<file path="src/rtl/upum_pkg.sv">
// Shared definitions for the host command router and the per-slave register banks:
// frame start bytes, router FSM state encodings and the slave channel indices.
package upum_pkg;

    localparam logic [7:0] RX_SOF_DEF = 8'hA5;
    localparam logic [7:0] TX_SOF_DEF = 8'h5A;

    // Command parser states
    localparam int unsigned RSW = 2;
    localparam logic [RSW-1:0] R_IDLE = 2'd0;
    localparam logic [RSW-1:0] R_ADDR = 2'd1;
    localparam logic [RSW-1:0] R_LEN  = 2'd2;
    localparam logic [RSW-1:0] R_DATA = 2'd3;

    // Reply framer states
    localparam int unsigned TSW = 3;
    localparam logic [TSW-1:0] T_IDLE = 3'd0;
    localparam logic [TSW-1:0] T_SOF  = 3'd1;
    localparam logic [TSW-1:0] T_IDX  = 3'd2;
    localparam logic [TSW-1:0] T_LEN  = 3'd3;
    localparam logic [TSW-1:0] T_DATA = 3'd4;
    localparam logic [TSW-1:0] T_WAIT = 3'd5;

    // Slave channel indices used by the register banks
    localparam int unsigned REG_RST_POWER = 4;
    localparam int unsigned GPIO_Z        = 26;

    function automatic logic [7:0] sat_inc8(input logic [7:0] v);
        return (v == 8'hFF) ? v : v + 8'd1;
    endfunction

endpackage

</file>
<file path="src/rtl/reply_framer.sv">
// Reply side of the router: picks the lowest pending slave, frames its reply
// (TX_SOF, idx, len, data) to the host transmitter and pops each byte with rdreq.
module reply_framer
    import upum_pkg::*;
#(
    parameter int unsigned N      = 27,
    parameter int unsigned AW     = 5,
    parameter logic [7:0]  TX_SOF = TX_SOF_DEF
) (
    input  logic           clk,
    input  logic           n_rst,
    input  logic [N-1:0]   have_msg_bus,
    input  logic [N*8-1:0] slave_data_bus,
    input  logic [N*8-1:0] len_bus,
    input  logic           tx_ready,
    output logic [7:0]     tx_data,
    output logic           tx_valid,
    output logic [N-1:0]   rdreq_bus,
    output logic           busy_nxt_c
);

    logic [TSW-1:0] t_state;
    logic [TSW-1:0] t_state_nxt;
    logic [AW-1:0]  idx;
    logic [AW-1:0]  idx_nxt;
    logic [AW-1:0]  pick;
    logic [7:0]     tlen;
    logic [7:0]     tlen_nxt;
    logic [7:0]     txd_q;
    logic [7:0]     txd_nxt;
    logic [7:0]     pick_len;
    logic [7:0]     cur_byte;
    logic           txv_nxt;
    logic           hs;
    logic           pop;

    // Lowest-numbered pending slave wins
    always_comb begin
        pick = '0;
        for (int i = int'(N) - 1; i >= 0; i--) begin
            if (have_msg_bus[i]) begin
                pick = AW'(i);
            end
        end
    end

    assign pick_len = len_bus[32'(pick) * 8 +: 8];
    assign cur_byte = slave_data_bus[32'(idx) * 8 +: 8];

    assign hs  = tx_valid && tx_ready;
    assign pop = hs && ((t_state == T_DATA) || ((t_state == T_LEN) && (tlen == 8'd0)));

    // Data bytes come straight from the slave; the pop lands in the handshake cycle
    assign rdreq_bus = pop ? (N'(1) << idx) : '0;
    assign tx_data   = (t_state == T_DATA) ? cur_byte : txd_q;

    always_comb begin
        t_state_nxt = t_state;
        idx_nxt     = idx;
        tlen_nxt    = tlen;
        txv_nxt     = 1'b0;
        txd_nxt     = txd_q;

        case (t_state)
            T_IDLE: begin
                if (|have_msg_bus) begin
                    idx_nxt     = pick;
                    tlen_nxt    = pick_len;
                    t_state_nxt = T_SOF;
                end
            end
            T_SOF: begin
                if (hs) t_state_nxt = T_IDX;
            end
            T_IDX: begin
                if (hs) t_state_nxt = T_LEN;
            end
            T_LEN: begin
                if (hs) t_state_nxt = (tlen == 8'd0) ? T_WAIT : T_DATA;
            end
            T_DATA: begin
                if (hs) begin
                    tlen_nxt    = tlen - 8'd1;
                    t_state_nxt = T_WAIT;
                end
            end
            T_WAIT: begin
                // Gives the slave a cycle to advance its byte and have_msg
                t_state_nxt = (tlen != 8'd0) ? T_DATA : T_IDLE;
            end
            default: t_state_nxt = T_IDLE;
        endcase

        case (t_state_nxt)
            T_SOF:   begin txv_nxt = 1'b1; txd_nxt = TX_SOF;      end
            T_IDX:   begin txv_nxt = 1'b1; txd_nxt = 8'(idx_nxt); end
            T_LEN:   begin txv_nxt = 1'b1; txd_nxt = tlen_nxt;    end
            T_DATA:  begin txv_nxt = 1'b1;                        end
            default: begin txv_nxt = 1'b0;                        end
        endcase
    end

    assign busy_nxt_c = (t_state_nxt != T_IDLE);

    always_ff @(posedge clk) begin
        if (!n_rst) begin
            t_state  <= T_IDLE;
            idx      <= '0;
            tlen     <= '0;
            txd_q    <= '0;
            tx_valid <= 1'b0;
        end else begin
            t_state  <= t_state_nxt;
            idx      <= idx_nxt;
            tlen     <= tlen_nxt;
            txd_q    <= txd_nxt;
            tx_valid <= txv_nxt;
        end
    end

endmodule

</file>
<file path="src/rtl/cmd_router.sv">
// Host-side master of the per-slave byte bus: parses command frames into slave write
// strobes and returns slave replies via reply_framer. Optional: CMD_ROUTER_RX_TIMEOUT_EN.
module cmd_router
    import upum_pkg::*;
#(
    parameter int unsigned N         = 27,
    parameter logic [7:0]  RX_SOF    = RX_SOF_DEF,
    parameter logic [7:0]  TX_SOF    = TX_SOF_DEF,
    parameter int unsigned TO_CYCLES = 100000
) (
    input  logic           clk,
    input  logic           n_rst,
    input  logic [7:0]     rx_data,
    input  logic           rx_valid,
    output logic [7:0]     tx_data,
    output logic           tx_valid,
    input  logic           tx_ready,
    output logic [7:0]     master_data,
    output logic [N-1:0]   valid_bus,
    output logic [N-1:0]   rdreq_bus,
    input  logic [N-1:0]   have_msg_bus,
    input  logic [N*8-1:0] slave_data_bus,
    input  logic [N*8-1:0] len_bus,
    output logic [7:0]     err_cnt,
    output logic           busy
);

    localparam int unsigned AW = (N > 1) ? $clog2(N) : 1;

    logic [RSW-1:0] r_state;
    logic [RSW-1:0] r_state_nxt;
    logic [AW-1:0]  addr;
    logic [AW-1:0]  addr_nxt;
    logic           bad;
    logic           bad_nxt;
    logic [7:0]     cnt;
    logic [7:0]     cnt_nxt;
    logic [7:0]     md_nxt;
    logic [N-1:0]   vb_nxt;
    logic           err_inc;
    logic           tx_busy_nxt_c;
    logic           to_hit;

`ifdef CMD_ROUTER_RX_TIMEOUT_EN
    localparam int unsigned TW = $clog2(TO_CYCLES + 1);

    logic [TW-1:0] to_cnt;

    // Inter-byte watchdog; only runs while a frame is open
    assign to_hit = (r_state != R_IDLE) && !rx_valid && (to_cnt == TW'(TO_CYCLES - 1));

    always_ff @(posedge clk) begin
        if (!n_rst) begin
            to_cnt <= '0;
        end else if (rx_valid || (r_state == R_IDLE) || to_hit) begin
            to_cnt <= '0;
        end else begin
            to_cnt <= to_cnt + TW'(1);
        end
    end
`else
    assign to_hit = 1'b0;
`endif

    always_comb begin
        r_state_nxt = r_state;
        addr_nxt    = addr;
        bad_nxt     = bad;
        cnt_nxt     = cnt;
        md_nxt      = master_data;
        vb_nxt      = '0;
        err_inc     = 1'b0;

        if (rx_valid) begin
            case (r_state)
                R_IDLE: begin
                    if (rx_data == RX_SOF) r_state_nxt = R_ADDR;
                end
                R_ADDR: begin
                    addr_nxt    = AW'(rx_data);
                    bad_nxt     = (32'(rx_data) >= N);
                    r_state_nxt = R_LEN;
                end
                R_LEN: begin
                    cnt_nxt = rx_data;
                    if (rx_data == 8'd0) begin
                        r_state_nxt = R_IDLE;
                        err_inc     = bad;
                    end else begin
                        r_state_nxt = R_DATA;
                    end
                end
                R_DATA: begin
                    // Bad-address payload is swallowed; the drop is counted at frame end
                    if (!bad) begin
                        md_nxt = rx_data;
                        vb_nxt = N'(1) << addr;
                    end
                    cnt_nxt = cnt - 8'd1;
                    if (cnt == 8'd1) begin
                        r_state_nxt = R_IDLE;
                        err_inc     = bad;
                    end
                end
                default: r_state_nxt = R_IDLE;
            endcase
        end

        if (to_hit) begin
            r_state_nxt = R_IDLE;
            err_inc     = 1'b1;
        end
    end

    always_ff @(posedge clk) begin
        if (!n_rst) begin
            r_state     <= R_IDLE;
            addr        <= '0;
            bad         <= 1'b0;
            cnt         <= '0;
            master_data <= '0;
            valid_bus   <= '0;
            err_cnt     <= '0;
            busy        <= 1'b0;
        end else begin
            r_state     <= r_state_nxt;
            addr        <= addr_nxt;
            bad         <= bad_nxt;
            cnt         <= cnt_nxt;
            master_data <= md_nxt;
            valid_bus   <= vb_nxt;
            err_cnt     <= err_inc ? sat_inc8(err_cnt) : err_cnt;
            busy        <= (r_state_nxt != R_IDLE) || tx_busy_nxt_c;
        end
    end

    reply_framer #(
        .N      (N),
        .AW     (AW),
        .TX_SOF (TX_SOF)
    ) u_reply_framer (
        .clk            (clk),
        .n_rst          (n_rst),
        .have_msg_bus   (have_msg_bus),
        .slave_data_bus (slave_data_bus),
        .len_bus        (len_bus),
        .tx_ready       (tx_ready),
        .tx_data        (tx_data),
        .tx_valid       (tx_valid),
        .rdreq_bus      (rdreq_bus),
        .busy_nxt_c     (tx_busy_nxt_c)
    );

endmodule

</file>
<file path="config.mk">
export PLATFORM = sky130hd
export DESIGN_NAME = cmd_router
export DESIGN_NICKNAME = d
export VERILOG_FILES = /design/src/rtl/upum_pkg.sv /design/src/rtl/reply_framer.sv /design/src/rtl/cmd_router.sv
export SDC_FILE = /design/constraint.sdc
export NUM_CORES = 1
export LEC_CHECK = 0
export CORE_AREA = 10 10 204 206
export CTS_CLUSTER_DIAMETER = 80
export DETAILED_ROUTE_END_ITERATION = 16
export DIE_AREA = 0 0 214 216
export SYNTH_ARGS = -nofsm -noshare
export SYNTH_HDL_FRONTEND = slang
export SYNTH_SLANG_ARGS = --single-unit
</file>
<file path="constraint.sdc">
create_clock -name clk -period 9.16 [get_ports clk]
set_clock_uncertainty 0.15 [all_clocks]
set_input_delay 1.832 -clock clk [delete_from_list [all_inputs] [get_ports clk]]
set_output_delay 1.832 -clock clk [all_outputs]
set_load 0.01 [all_outputs]
</file>
==> impl_metrics.tcl, run 1 <==
set metrics [dict create \
    synth_area_per_cell_um2 7.69 \
    gp_congestion 0.878 \
    drv_cap 0 \
    cts.clk_slew.worst_paths_ns 0.06 \
    crit_chain "clkdlybuf4s50_1 > mux4_2 > mux4_2 > mux2i_1 > o21ai_0 > clkdlybuf4s50_1" \
    seqPwrFrac 0.315 \
    cts_made_buffers 9 \
    drtIter0Drc 553 \
    worstPathMaxFanout 1 \
    worstMarginPinSlew_ns 0.952 \
    yosys_register_bits 85 \
    wl_per_cell_um 22.3 \
    synthFlopType "dfxtp_1" \
    critPathLaunchType "input pin" \
    place.detailed.hpwl_mm 38.6 \
    holdBufCountCts 0 \
    synth_top_cells_by_area "dfxtp_1 (21%), mux4_2 (17%), nand2_1 (9.9%)" \
    drive_gt1_frac 0.0801 \
    die-area_um2 46200 \
    ff2ff_path_depth 7 \
    port_buffers 550 \
    hp-class "reg2reg" \
    syn_area_um2 8030 \
    cts.repair.resized 0 \
    wirelength_mm 45.9 \
    multiInputGateArea_um2 5960 \
    root_buffer "clkbuf_16" \
    hold_viol 0 \
    die_y_um 216 \
    ant_nets 0 \
    p_clk_frac 0.279 \
    slowest_delay_ns 0.53 \
    critPathTopFamily "multiplexers" \
    rsz0062_at_grt "no" \
    cts_buffer_depth 2 \
    end_kind "output port" \
    synth.distinct_cells 67 \
    fin_nets 2021 \
    p_leak_nw 5.05 \
    top_usage_layer "met2" \
    worst-path-buf-inv 2 \
    whs_path_depth 2 \
    worstSetupPathType "in2out" \
    synth_edf_count 0 \
    r2r_slack_ns 6.35 \
    slew_viol_final 0 \
    start_util 0.215 \
    row_count 71 \
    cellPowerDensity_nw_per_um2 90.2 \
    grt_pass1_wl_mm 67.1 \
    track_usage 0.187 \
    ys_async_sr_fraction 0 \
    clkSinkCount 85 \
    grt_use_met2 0.354 \
    fin_util 0.381 \
    required_ns 7.18 \
    cp.arrival_ns 4.06 \
    use_met3 0.0460 \
    use_met1 0.213 \
    fin_crit_ns 6.04 \
    area_growth_pct 77.6 \
    hold_start "u_reply_framer.txd_q[0]" \
    yosysSeqAreaShare 0.212 \
    register_area_um2 1710 \
    core_um2 37400 \
    status "completed" \
    synth_top_cell_area_share 0.212 \
    die_x_um 214 \
    r2r_start "cnt[2]" \
    cts_setup_buffers 0 \
    syn_inst 1045 \
    swShare 0.303 \
    p_sw_mw 0.390 \
    fin_tns_setup_ns 0 \
    pin_count 551 \
    crit_slowest_cell "clkdlybuf4s50_1" \
    maxSlewHeadroom 0.365 \
    p_comb_frac 0.406 \
    cellInternalPower_mw 0.897 \
    antenna_found_initial 1 \
    grt_pass1_vias 10380 \
    holdPathEnd "u_reply_framer.txd_q[0]" \
    insertion_delay_ns 0.35 \
    first_pass_iters 5 \
    grt-ovfl-total 0 \
    yosysWarnings 0 \
    grt_start_max_net_pins 63 \
    fmax_ghz 0.166 \
    dr_total_vias 10065 \
    synth_top_cell_by_area "dfxtp_1" \
    n_fill_cell 3886 \
    r2r_end "err_cnt[5]" \
    vdd_drop_max_v 0.0000805 \
    via_per_inst 4.88 \
    drc 0 \
    syn_nets 1521 \
    fin_crit_sh 0.659 \
    cts_tree "built" \
    setup_viol_count_final 0 \
    htreeDepth 3 \
]
-- worst max-delay path by stage --
stage / start / endpoint / slack (ns) / cells past startpoint
6_report: slave_data_bus[98] / tx_data[2] / 3.12 / 6
5_1_grt: tx_ready / rdreq_bus[15] / 3.00 / 7
4_1_cts: slave_data_bus[186] / tx_data[2] / 3.08 / 7
3_5_place_dp: slave_data_bus[186] / tx_data[2] / 3.10 / 7
3_3_place_gp: tx_ready / rdreq_bus[12] / 3.08 / 7
2_1_floorplan: slave_data_bus[120] / tx_data[0] / 4.19 / 4
-- worst register-to-register path: stages (launching register included) --
cell,delay (ns)
dfxtp_1,0.36
nor4_1,0.60
a31oi_1,0.23
nor3_1,0.71
and4_1,0.36
nand3_1,0.11
xor2_1,0.14
nor2_1,0.05
-- layout make-up --
cell class                      instances  area share
Multi-Input combinational cell        868       0.418
Timing Repair Buffer                  563       0.393
Sequential cell                        85       0.120
Tap cell                              511      0.0448
Clock buffer                           10      0.0175
Inverter                               18     0.00474
Clock inverter                          5     0.00281
Antenna cell                            1    0.000175
-- routing by layer --
metal / share of wire / vias to the layer above
li1: - / 4839
met1: 0.39 / 4814
met2: 0.53 / 390
met3: 0.068 / 22
met4: 0.0077 / 0
met5: 0 / -
-- power by group through the flow --
| stage | Clock, mW | Combinational [mW] | Sequential, mW |
|---|---|---|---|
| CTS | 0.374 | 0.525 | 0.405 |
| global placement | 0 | 0.519 | 0.413 |
| floorplan | 0 | 0.236 | 0.401 |
| finish | 0.360 | 0.522 | 0.405 |
| detailed placement | 0 | 0.522 | 0.413 |
| global route | 0.389 | 0.564 | 0.408 |
-- cell usage in the layout, fill, tap and decap left out, types with 3 or more instances in the layout --
master           instances
a311o_1                  3
nor4_1                   6
buf_4                   13
nand2b_1                11
o31ai_1                  7
nand3_1                 60
and4_1                   3
nor4_4                   4
nor2b_1                  9
mux4_2                  62
o22ai_1                 15
mux2i_1                 67
inv_1                   18
o32ai_1                  3
a22oi_1                  3
nand4_1                  7
or2_2                    7
mux2_2                   5
or3_1                    5
a221oi_1                 6
o21ai_0                 48
a311oi_1                 8
clkdlybuf4s50_1        550
and3_1                  11
xnor2_1                  3
and2_1                   6
ha_1                     5
nor2_1                 120
xor2_1                   5
o21a_1                   4
nand2_1                211
nor3_1                  23
a31oi_1                  6
a21oi_1                 76
clkbuf_16               10
dfxtp_1                 83
a211oi_1                 6
o211ai_1                11
-- through the flow --
step	std cells	hold slack (ns)	total power, mW	setup slack [ns]	area [µm²]
floorplan	1045	0.282	0.637	4.19	8030
global placement	2045	0.292	0.932	3.08	14000
detailed placement	2045	0.299	0.936	3.10	14000
CTS	2060	0.307	1.30	3.08	14300
global route	2061	0.331	1.36	3.00	14300
finish	2061	0.301	1.29	3.12	14300
-- sequential cells by signal, summed over array words and instances, names as in the netlist --
signal / cells
valid_bus: 27
cnt: 8
err_cnt: 8
master_data: 8
u_reply_framer.tlen: 8
u_reply_framer.txd_q: 8
addr: 5
u_reply_framer.idx: 5
u_reply_framer.t_state: 3
r_state: 2
bad: 1
busy: 1
u_reply_framer.tx_valid: 1
-- cells in the mapped netlist (6+ instances only) --
cell / instances
a21oi_1: 77
and2_1: 8
a221oi_1: 6
o31ai_1: 7
inv_1: 18
mux4_2: 62
buf_2: 22
clkbuf_1: 39
nor4_1: 6
or2_2: 7
nor3_1: 23
a311oi_1: 8
o211ai_1: 11
dfxtp_1: 85
a211oi_1: 6
nand3_1: 60
and3_1: 11
o22ai_1: 15
nand2_1: 212
a31oi_1: 6
o21ai_0: 48
mux2i_1: 67
nand2b_1: 11
nor2b_1: 9
nor2_1: 120
nand4_1: 7
buf_1: 11
-- kinds of logic (layout without fill, tap and decap cells) --
family / after synthesis / in the layout / synth area share
compound gates: 218 / 218 / 0.170
xor+xnor: 8 / 8 / 0.00872
fa+ha+maj: 5 / 5 / 0.00779
buf+inv: 92 / 596 / 0.0478
flops: 85 / 85 / 0.212
mux: 134 / 134 / 0.264
other cells: 0 / 1 / 0
simple gates: 503 / 503 / 0.289
Power figures use the tool's default switching activity.
==> run 2: changes to the inputs <==
Settings changed: CORE_AREA 10 10 204 206 to 10 10 203 205, DIE_AREA 0 0 214 216 to 0 0 213 215.
Clock period 9.16 ns to 5 ns, I/O delays scaled along.
==> run 2 against run 1 <==
Net effect: non-clock buffer count rose by 15; first-iteration DRC count grew 16%; clock power is 89% higher; critical path depth unchanged; via count grew 0.88%; cell count fell by 0.92%; utilization increased by 0.57 points; setup slack worse by 2.5 ns.
==> impl_metrics.tcl, run 2 (synthesis gave the netlist of run 1 again) <==
set metrics [dict create \
    place_ws_ns 0.464 \
    core_um2 37200 \
    required_ns 3.85 \
    p_comb_frac 0.405 \
    final_cell_mix "clkdlybuf4s50_1 (550), nand2_1 (211), nor2_1 (120)" \
    cp.arrival_ns 3.26 \
    fin_nets 2036 \
    slew_viol_final 0 \
    pin_count 551 \
    via_per_inst 4.97 \
    fin_crit_ns 4.41 \
    p_clk_frac 0.284 \
    wl_per_cell_um 22.2 \
    worstSetupPathType "in2out" \
    drc 0 \
    grt-ovfl-total 0 \
    status "completed" \
    vdd_drop_max_v 0.000164 \
    cellInternalPower_mw 1.64 \
    grt_start_max_net_pins 62 \
    port_buffers 550 \
    area_growth_pct 79.4 \
    first_pass_iters 5 \
    htreeDepth 3 \
    grt_pass1_vias 10494 \
    fin_ws_ns 0.592 \
    insertion_delay_ns 0.35 \
    ant_nets 0 \
    gp_congestion 0.867 \
    post-route-cell-area_um2 14400 \
    swShare 0.314 \
    cellPowerDensity_nw_per_um2 166 \
    start_util 0.216 \
    hold_viol 0 \
    wirelength_mm 45.4 \
    setup_viol_count_final 0 \
    fin_crit_sh 0.882 \
    track_usage 0.190 \
    place.detailed.hpwl_mm 39.2 \
    n_fill_cell 3768 \
    cts_setup_buffers 0 \
    antenna_found_initial 3 \
    worstMarginPinSlew_ns 0.809 \
    row_count 71 \
    cts.clk_slew.worst_paths_ns 0.07 \
    rsz0062_at_grt "no" \
    die_x_um 213 \
    grt_pass1_wl_mm 67.0 \
    cts_tree "built" \
    die-area_um2 45800 \
    fmax_ghz 0.227 \
    die_y_um 215 \
    seqPwrFrac 0.311 \
    drtIter0Drc 639 \
    holdBufCountCts 0 \
    r2r_slack_ns 2.21 \
    p_leak_nw 5.15 \
    dr_total_vias 10154 \
    register_area_um2 1710 \
    multiInputGateArea_um2 5960 \
    place_area_um2 14100 \
    root_buffer "clkbuf_16" \
    cts_made_buffers 9 \
    hp-class "reg2reg" \
    final_common_cell "clkdlybuf4s50_1" \
    p_sw_mw 0.752 \
    maxSlewHeadroom 0.457 \
    cts.repair.resized 0 \
    largest_register_ffs 27 \
    drv_cap 0 \
    largest_register "valid_bus" \
    drive_gt1_frac 0.0895 \
    critPathLaunchType "input pin" \
    cts_buffer_depth 2 \
    clkSinkCount 85 \
    fin_tns_setup_ns 0 \
    end_kind "output port" \
    worstPathMaxFanout 1 \
]
-- run 2: per-layer routing --
metal | up-vias | track usage | share of wire
li1 | 4857 | - | -
met1 | 4832 | 0.218 | 0.39
met2 | 409 | 0.344 | 0.52
met3 | 56 | 0.0499 | 0.074
met4 | 0 | 0.0409 | 0.021
met5 | - | 0 | 0
-- run 2: power groups by stage --
stage | Clock, mW | Combinational [mW] | Sequential, mW
2_1_floorplan | 0 | 0.432 | 0.734
3_3_place_gp | 0 | 0.967 | 0.762
3_5_place_dp | 0 | 0.973 | 0.761
4_1_cts | 0.701 | 0.976 | 0.746
5_1_grt | 0.723 | 1.05 | 0.751
6_report | 0.681 | 0.970 | 0.745
-- run 2: layout make-up --
cell class,instances,share of cell area
repair buffers,578,0.401
flip-flops and latches,85,0.118
clock buffers,9,0.0156
multi-input cells,868,0.413
clock inverters,7,0.00530
inverters,18,0.00469
well taps,474,0.0412
diodes,3,0.000521
-- run 2: metrics by stage --
step,total power [mW],utilization,hold slack (ns),std cells
2_1_floorplan,1.17,-,0.282,1045
6_report,2.40,0.387,0.305,2042
3_3_place_gp,1.73,0.379,0.294,2023
5_1_grt,2.52,0.387,0.333,2042
4_1_cts,2.42,0.387,0.308,2039
3_5_place_dp,1.73,0.379,0.298,2023
-- run 2: path summary, 6_finish.rpt --
path | start | endpoint | depth (start not counted)
max | slave_data_bus[97] | tx_data[1] | 6
min | master_data[4] | master_data[4] | 2
max reg2reg | cnt[2] | err_cnt[5] | 7
min reg2reg | master_data[4] | master_data[4] | 2
-- run 2: worst max-delay path: stages --
cell	delay (ns)
clkdlybuf4s50_1	0.48
mux4_2	0.47
mux4_2	0.49
mux2i_1	0.13
o21ai_0	0.10
clkdlybuf4s50_1	0.58
==> run 3: changes to the inputs <==
Settings changed: SLEW_MARGIN set to 25.
==> results of run 3 <==
Final layout, timing and power as in run 2 (identical DEF).
